`src/rtl/peridot_board_eeprom_reader.sv`:
```
// I2C EEPROM sequential reader: S devsel(W) addr Sr devsel(R) n*byte P.
// Open-drain lines via *_o (0 = pull low, 1 = release) and *_i readback.
module peridot_board_eeprom_reader #(
  parameter logic [6:0] I2C_DEV_ADDRESS = 7'b1010000,
  parameter int         CLOCK_DIV       = 63
) (
  input  logic       clk,
  input  logic       reset,
  input  logic       start,
  input  logic [7:0] byteaddr,
  input  logic [4:0] bytecount,
  output logic       busy,
  output logic [7:0] rddata,
  output logic       rddata_valid,
  output logic       done,
  output logic       error,
  input  logic       i2c_scl_i,
  input  logic       i2c_sda_i,
  output logic       i2c_scl_o,
  output logic       i2c_sda_o
);

  localparam logic [2:0] S_IDLE     = 3'd0;
  localparam logic [2:0] S_START    = 3'd1;
  localparam logic [2:0] S_DEVSEL_W = 3'd2;
  localparam logic [2:0] S_SETADDR  = 3'd3;
  localparam logic [2:0] S_REPSTART = 3'd4;
  localparam logic [2:0] S_DEVSEL_R = 3'd5;
  localparam logic [2:0] S_READBYTE = 3'd6;
  localparam logic [2:0] S_STOP     = 3'd7;

  localparam logic [9:0] DIV_LAST = 10'(CLOCK_DIV - 1);
  localparam logic [9:0] DIV_MID  = 10'(CLOCK_DIV / 2);

  logic [2:0] state;
  logic [1:0] phase;
  logic [9:0] cnt;
  logic [3:0] bitcnt;
  logic [7:0] tx;
  logic [6:0] rx;
  logic [7:0] addr_q;
  logic [5:0] remain;
  logic       scl_d, sda_d;
  logic       stretch, tick, mid;
  logic       last_bit, xmit;

  assign xmit     = (state == S_DEVSEL_W) || (state == S_SETADDR) ||
                    (state == S_DEVSEL_R);
  // SCL-high phase holds its counter while the target stretches
  assign stretch  = (phase == 2'd2) && !i2c_scl_i;
  assign tick     = !stretch && (cnt == DIV_LAST);
  assign mid      = !stretch && (phase == 2'd2) && (cnt == DIV_MID);
  assign last_bit = (bitcnt == 4'd8);
  assign busy     = (state != S_IDLE);

  always_comb begin
    scl_d = 1'b1;
    sda_d = 1'b1;
    unique case (1'b1)
      (state == S_IDLE): begin
        scl_d = 1'b1;
        sda_d = 1'b1;
      end
      (state == S_START),
      (state == S_REPSTART): begin
        scl_d = phase[0] ^ phase[1];
        sda_d = !phase[1];
      end
      (state == S_STOP): begin
        scl_d = (phase != 2'd0);
        sda_d = phase[1];
      end
      xmit: begin
        scl_d = phase[0] ^ phase[1];
        sda_d = last_bit ? 1'b1 : tx[7];
      end
      (state == S_READBYTE): begin
        scl_d = phase[0] ^ phase[1];
        sda_d = last_bit ? (remain == 6'd1) : 1'b1;
      end
      default: begin
        scl_d = 1'b1;
        sda_d = 1'b1;
      end
    endcase
  end

  always_ff @(posedge clk) begin
    if (!reset) begin
      state        <= S_IDLE;
      phase        <= 2'd0;
      cnt          <= '0;
      bitcnt       <= '0;
      tx           <= '0;
      rx           <= '0;
      addr_q       <= '0;
      remain       <= '0;
      rddata       <= '0;
      rddata_valid <= 1'b0;
      done         <= 1'b0;
      error        <= 1'b0;
      i2c_scl_o    <= 1'b1;
      i2c_sda_o    <= 1'b1;
    end else begin
      done         <= 1'b0;
      rddata_valid <= 1'b0;
      i2c_scl_o    <= scl_d;
      i2c_sda_o    <= sda_d;
      if (state == S_IDLE) begin
        cnt    <= '0;
        phase  <= 2'd0;
        bitcnt <= '0;
        if (start) begin
          state  <= S_START;
          phase  <= 2'd2;
          addr_q <= byteaddr;
          remain <= (bytecount == 5'd0) ? 6'd32 : {1'b0, bytecount};
          error  <= 1'b0;
          tx     <= {I2C_DEV_ADDRESS, 1'b0};
        end
      end else begin
        cnt <= (stretch || tick) ? '0 : cnt + 10'd1;
        if (mid && state == S_READBYTE && !last_bit) begin
          rx <= {rx[5:0], i2c_sda_i};
          if (bitcnt == 4'd7) begin
            rddata       <= {rx, i2c_sda_i};
            rddata_valid <= 1'b1;
          end
        end
        if (mid && xmit && last_bit && i2c_sda_i)
          error <= 1'b1;
        if (tick) begin
          phase <= phase + 2'd1;
          if (phase == 2'd3) begin
            unique case (state)
              S_START: begin
                state  <= S_DEVSEL_W;
                bitcnt <= '0;
              end
              S_REPSTART: begin
                state  <= S_DEVSEL_R;
                bitcnt <= '0;
                tx     <= {I2C_DEV_ADDRESS, 1'b1};
              end
              S_STOP: begin
                state <= S_IDLE;
                done  <= 1'b1;
              end
              default: begin
                if (!last_bit) begin
                  bitcnt <= bitcnt + 4'd1;
                  tx     <= {tx[6:0], 1'b0};
                end else begin
                  bitcnt <= '0;
                  if (xmit && error)
                    state <= S_STOP;
                  else if (state == S_DEVSEL_W) begin
                    state <= S_SETADDR;
                    tx    <= addr_q;
                  end else if (state == S_SETADDR)
                    state <= S_REPSTART;
                  else if (state == S_DEVSEL_R)
                    state <= S_READBYTE;
                  else begin
                    remain <= remain - 6'd1;
                    if (remain == 6'd1)
                      state <= S_STOP;
                  end
                end
              end
            endcase
          end
        end
      end
    end
  end

endmodule

```
`config.mk`:
```
export PLATFORM = sky130hd
export DESIGN_NAME = peridot_board_eeprom_reader
export DESIGN_NICKNAME = d
export VERILOG_FILES = /design/src/rtl/peridot_board_eeprom_reader.sv
export SDC_FILE = /design/constraint.sdc
export NUM_CORES = 1
export LEC_CHECK = 0
export CORE_MARGIN = 2
export CORE_UTILIZATION = 45
export CTS_CLUSTER_DIAMETER = 60
export DETAILED_ROUTE_END_ITERATION = 12
export PLACE_DENSITY_LB_ADDON = 0.3
export SLEW_MARGIN = 25
export SYNTH_ARGS = -nofsm -noshare
export SYNTH_HDL_FRONTEND = slang
export SYNTH_SLANG_ARGS = --single-unit
```
`constraint.sdc`:
```
create_clock -name clk -period 1.9 [get_ports clk]
set_input_delay 0.57 -clock clk [delete_from_list [all_inputs] [get_ports clk]]
set_output_delay 0.57 -clock clk [all_outputs]
set_load 0.01 [all_outputs]
```
==> results of run 1 <==
==> worst paths after layout <==
path	startpoint	to	slack, ns	depth (start not counted)
max	cnt[8]	rddata[5]	0.02	6
min	addr_q[2]	addr_q[2]	0.47	2
max reg2reg	cnt[8]	rddata[5]	0.02	6
min reg2reg	addr_q[2]	addr_q[2]	0.47	2
==> cells in the final DEF, fill, tap and decap left out, types with 10 or more instances in the layout <==
cell type and instances:
sky130_fd_sc_hd__dfxtp_1 56, sky130_fd_sc_hd__nand2_1 49, sky130_fd_sc_hd__buf_4 42, sky130_fd_sc_hd__nor2_1 39, sky130_fd_sc_hd__a21oi_1 31, sky130_fd_sc_hd__clkdlybuf4s50_1 29
sky130_fd_sc_hd__mux2i_1 19, sky130_fd_sc_hd__o21ai_0 14, sky130_fd_sc_hd__inv_1 13, sky130_fd_sc_hd__nor3_1 11, sky130_fd_sc_hd__nand4_1 10
==> layer usage <==
layer  GRT usage  vias to the layer above  wire length, microns
li1            -                     1417                     -
met1       0.270                     1322                  3280
met2       0.328                       49                  3370
met3      0.0331                       11                   266
met4       0.105                        0                   150
met5           0                        -                     0
==> critical path, stage by stage, from the launching register on <==
cell and delay, ns:
sky130_fd_sc_hd__dfxtp_2 0.33, sky130_fd_sc_hd__or4_4 0.52, sky130_fd_sc_hd__or3_4 0.36, sky130_fd_sc_hd__nor3_4 0.15
sky130_fd_sc_hd__buf_12 0.16, sky130_fd_sc_hd__mux2i_2 0.20, sky130_fd_sc_hd__nor2_1 0.05
==> per-stage QoR <==
stage	total power, mW	TNS [ns]	util	hold WS (ns)	setup slack, ns
detailed placement	1.71	-12.65	0.577	0.450	-0.389
finish	2.96	0	0.622	0.466	0.0155
global placement	1.70	-12.02	0.577	0.448	-0.325
floorplan	1.55	-0.244	-	0.436	-0.0306
global route	3.07	-0.779	0.622	0.487	-0.0922
CTS	2.97	0	0.613	0.464	0.00180
==> cell type report <==
cell class | instances | share of cell area
inverter | 14 | 0.0133
sequential | 61 | 0.311
multi-input combinational | 266 | 0.420
clock buffer | 10 | 0.0323
clock inverter | 6 | 0.0222
tap | 77 | 0.0244
timing repair buffer | 77 | 0.177
==> registers in the layout (all words and copies together) (netlist names) <==
signal / cells
addr_q: 8
bitcnt: 4
cnt: 10
done: 1
error: 1
i2c_scl_o: 1
i2c_sda_o: 1
phase: 2
rddata: 8
rddata_valid: 1
remain: 6
rx: 7
state: 3
tx: 8
==> timing repair <==
action / in CTS / in global routing
resized for setup: 4 / 13
endpoints found under the hold margin: 0 / 0
pin swaps: 0 / 3
setup endpoints to repair: 3 / 38
buffers inserted: 0 / 2
==> cell families after synthesis <==
group,Yosys count
xor gates and xnor gates,11
buffers and inverters,30
adders and majority gates,9
muxes,20
DFF,61
and+or+nand+nor,151
AOI/OAI and AO/OA,75
==> power breakdown <==
part	internal, mW	switching, mW
registers	1.32	0.0231
clock network	0.738	0.531
logic	0.164	0.192
==> impl_metrics.json, run 1 <==
{
  "run_status": "completed",
  "cts_hold_buffers": 0,
  "place_area_sq_mm": 0.00366,
  "mappedNetlistNets": 384,
  "fillCellCount": 516,
  "cap_violations": 0,
  "groute.usage.overall": 0.206,
  "route.vias.total": 2799,
  "cellPowerDensity_mw_per_mm2": 751,
  "multi_input_combinational_cell_area_sq_mm": 0.00166,
  "grt_pass1_wl_microns": 11900,
  "gp_congestion": 0.902,
  "grt_setup_unrepaired": "true",
  "cts_max_level": 3,
  "max_slew.worst_pin.slew_ns": 0.414,
  "drt_drc_violations_left": 0,
  "synth.largest_area_cell": "sky130_fd_sc_hd__dfxtp_1",
  "post_synth_instance_area_sq_mm": 0.00297,
  "synth_simple_gate_area_share": 0.248,
  "clock.fmax_mhz": 531,
  "synth_cell_type_count": 49,
  "compound_gate_portion_of_the_synthesized_area": 0.158,
  "die_y_microns": 85.2,
  "drt-initial-drc-count": 208,
  "port_buffers": 31,
  "synth_ff_type": "sky130_fd_sc_hd__dfxtp_1",
  "clk-insertion-delay-late_ns": 0.35,
  "crit_path_end_kind": "register",
  "avgSynthCellArea_sq_um": 8.31,
  "detail-route-antenna-nets": 0,
  "antenna_violations_before_repair": 0,
  "ir_drop_mv": 0.754,
  "layout-drive-gt1-share": 0.191,
  "largest_family_of_logic_cells_by_synthesized_area": "simple AND/OR/NAND/NOR gates",
  "layout_worst_path_cycle_share": 0.992,
  "dp.cells": 493,
  "design.core.area_sq_mm": 0.00635,
  "synthAdderAreaFrac": 0.0379,
  "post-route-min-period_ns": 1.88,
  "cellLeakagePower_nw": 1.49,
  "drtPass1Iterations": 5,
  "clock_skew_ns": 0.0136,
  "synth.mux.area_fraction": 0.0675,
  "pin_count": 32,
  "crit_type": "reg2reg",
  "cts_num_sinks": 61,
  "finalNonFillerCells": 511,
  "cts_buffers": 9,
  "final_routed_wirelength_across_all_metal_layers_microns": 7070,
  "finalSetupViolCount": 0,
  "clockRootBuffer": "sky130_fd_sc_hd__clkbuf_8",
  "worst-endpoint-required_ns": 2.14,
  "synth_seq_area_share": 0.411,
  "dieWidth_microns": 85.2,
  "cts-root-to-sink-buffers": 2,
  "seqCellArea_sq_mm": 0.00123,
  "most_frequent_cells_after_synthesis": "sky130_fd_sc_hd__dfxtp_1 (61), sky130_fd_sc_hd__nand2_1 (49), sky130_fd_sc_hd__nor2_1 (40)",
  "synthCells": 357,
  "synthTopCellsByArea": "sky130_fd_sc_hd__dfxtp_1 (41%), sky130_fd_sc_hd__mux2i_1 (6.7%), sky130_fd_sc_hd__nand2_1 (6.2%)",
  "die_area_sq_mm": 0.00726,
  "cts.clk_slew.worst_paths_ns": 0.07,
  "placementRows": 29,
  "hpwlAfterDp_microns": 4960,
  "timing.critical_path.arrival_ns": 2.12,
  "timing.max_slew.rel_slack": 0.722,
  "synthToLayoutAreaGrowth_pct": 33.1,
  "synth_top_area_frac": 0.411,
  "number_of_enable_flip_flop_cells_after_synthesis": 0,
  "yosysWarnings": 0,
  "n_antenna_cell": 0,
  "worstSetupStartpointType": "register",
  "nNetsFinal": 456,
  "finish.instance_area_sq_mm": 0.00395,
  "hold_viol_final": 0,
  "synth-xor-area-share": 0.0325,
  "timing.critical_path.fanout_max": 8,
  "postSynthRegisterBits": 61,
  "routedWlPerCell_microns": 13.8,
  "vias_per_cell": 5.48,
  "synth.most_common_cell": "sky130_fd_sc_hd__dfxtp_1",
  "cts_tree": "yes",
  "grt_max_degree": 38,
  "grt_pass1_vias": 2665,
  "worst_hold_path_type": "reg2reg",
  "start_util": 0.467,
  "slew_viol_final": 0,
  "async_flop_share": 0,
  "globalRoute.totalOverflow": 0
}
Power figures use the tool's default switching activity.
==> run 2, diff against run 1 <==
--- a/config.mk
+++ b/config.mk
@@ -5,6 +5,7 @@
 export SDC_FILE = /design/constraint.sdc
 export NUM_CORES = 1
 export LEC_CHECK = 0
+export CORE_ASPECT_RATIO = 1.4
 export CORE_MARGIN = 2
 export CORE_UTILIZATION = 45
 export CTS_CLUSTER_DIAMETER = 60
==> impl_metrics.json, run 2 (synthesis results as in run 1) <==
{
  "run_status": "complete, but fails checks",
  "failed_checks": "negative setup slack",
  "final_critical_path_setup_slack_ns": -0.00426,
  "die_y_microns": 100,
  "highest_count_cells_in_the_layout_ignoring_fill_and_taps": "sky130_fd_sc_hd__dfxtp_1 (56), sky130_fd_sc_hd__nand2_1 (49), sky130_fd_sc_hd__nor2_1 (40)",
  "timing.critical_path.arrival_ns": 2.15,
  "gp_congestion": 0.871,
  "nNetsFinal": 450,
  "layout_commonest_cell": "sky130_fd_sc_hd__dfxtp_1",
  "cts_num_sinks": 61,
  "drt-initial-drc-count": 244,
  "worst-endpoint-required_ns": 2.15,
  "clock.fmax_mhz": 525,
  "dp.cells": 484,
  "crit_path_end_kind": "register",
  "finalSetupViolCount": 1,
  "cellLeakagePower_nw": 1.45,
  "startpoint_of_the_lowest_slack_register_to_register_path": "cnt[8]",
  "timing.max_slew.rel_slack": 0.718,
  "cellPowerDensity_mw_per_mm2": 769,
  "timing.critical_path.fanout_max": 8,
  "synthToLayoutAreaGrowth_pct": 31.8,
  "worst_hold_path_type": "reg2reg",
  "die_area_sq_mm": 0.00727,
  "globalRoute.totalOverflow": 0,
  "post-route-min-period_ns": 1.90,
  "ir_drop_mv": 0.627,
  "cap_violations": 0,
  "route.vias.total": 2808,
  "design.core.area_sq_mm": 0.00648,
  "layout-drive-gt1-share": 0.189,
  "finish.instance_area_sq_mm": 0.00391,
  "slew_viol_final": 0,
  "timing.critical_path.from": "cnt[8]",
  "place_area_sq_mm": 0.00361,
  "reg2reg_depth": 6,
  "drt_drc_violations_left": 0,
  "detail-route-antenna-nets": 0,
  "pin_count": 32,
  "hold_viol_final": 0,
  "grt_setup_unrepaired": "true",
  "worst_hold_path.num_cells": 2,
  "cts_hold_buffers": 0,
  "drtPass1Iterations": 5,
  "crit-reg2reg-capture": "rddata[4]",
  "dieWidth_microns": 72.6,
  "antenna_violations_before_repair": 0,
  "layout_worst_path_cycle_share": 1.00,
  "max_slew.worst_pin.slew_ns": 0.421,
  "setup_total_negative_slack_ns": -0.00426,
  "grt_pass1_vias": 2730,
  "finalNonFillerCells": 502,
  "n_antenna_cell": 0,
  "cts-root-to-sink-buffers": 2,
  "start_util": 0.458,
  "detailedPlace.worstSlack_ns": -0.351,
  "grt_max_degree": 37,
  "cts.clk_slew.worst_paths_ns": 0.07,
  "clock_skew_ns": 0.0174,
  "routedWlPerCell_microns": 14.3,
  "clk-insertion-delay-late_ns": 0.36,
  "clockRootBuffer": "sky130_fd_sc_hd__clkbuf_8",
  "worst-r2r-setup-slack_ns": -0.004,
  "groute.usage.overall": 0.211,
  "cts_tree": "yes",
  "timing.critical_path.to": "rddata[4]",
  "cts_buffers": 9,
  "largest-register": "cnt",
  "hpwlAfterDp_microns": 5090,
  "placementRows": 35,
  "grt_pass1_wl_microns": 12200,
  "crit_type": "reg2reg",
  "cts_max_level": 3,
  "largest_register_ff_count": 10,
  "worstSetupStartpointType": "register",
  "vias_per_cell": 5.59,
  "final_routed_wirelength_across_all_metal_layers_microns": 7200,
  "port_buffers": 31
}
-- run 2: worst min path at each step --
stage	slack, ns	end	start
after detailed placement	0.45	addr_q[6]	addr_q[6]
after CTS	0.46	addr_q[6]	addr_q[6]
after floorplan	0.44	addr_q[7]	addr_q[7]
after global placement	0.45	addr_q[5]	addr_q[5]
final	0.46	addr_q[6]	addr_q[6]
after global routing	0.48	addr_q[4]	addr_q[4]
-- run 2: critical path: stages, from the launching register on --
cell,delay [ns]
sky130_fd_sc_hd__dfxtp_2,0.34
sky130_fd_sc_hd__or4_4,0.53
sky130_fd_sc_hd__or3_4,0.37
sky130_fd_sc_hd__nor3_4,0.16
sky130_fd_sc_hd__buf_12,0.16
sky130_fd_sc_hd__mux2i_1,0.20
sky130_fd_sc_hd__nor2_1,0.05
-- run 2: cell type report --
type,instances,area [sq um]
fillers,565,2570
multi-input cells,266,1670
flip-flops and latches,61,1230
repair buffers,71,644
clock buffers,9,124
clock inverters,7,98.8
well taps,74,92.6
inverters,14,52.6
-- run 2: report_power, final --
part	switching, mW	internal (mW)
sequential	0.0225	1.32
combinational	0.192	0.160
clock	0.573	0.744
-- run 2: stage by stage --
stage,power (mW),util,hold WS (ns)
6_report,3.01,0.603,0.461
2_1_floorplan,1.55,-,0.436
3_5_place_dp,1.70,0.558,0.452
3_3_place_gp,1.70,0.558,0.448
5_1_grt,3.10,0.603,0.483
4_1_cts,3.01,0.593,0.463
-- run 2: what timing repair did --
action,4_1_cts,5_1_grt
setup endpoints to repair,4,33
setup buffers,0,1
pin swaps,0,6
resized for setup,4,18
gates cloned,0,1
-- run 2: routing by layer --
layer,GRT usage,part of all wire,wire length [microns]
met5,0,0,0
met4,0.120,0.029,207
met3,0.0442,0.042,300
met2,0.348,0.51,3660
met1,0.250,0.42,3040
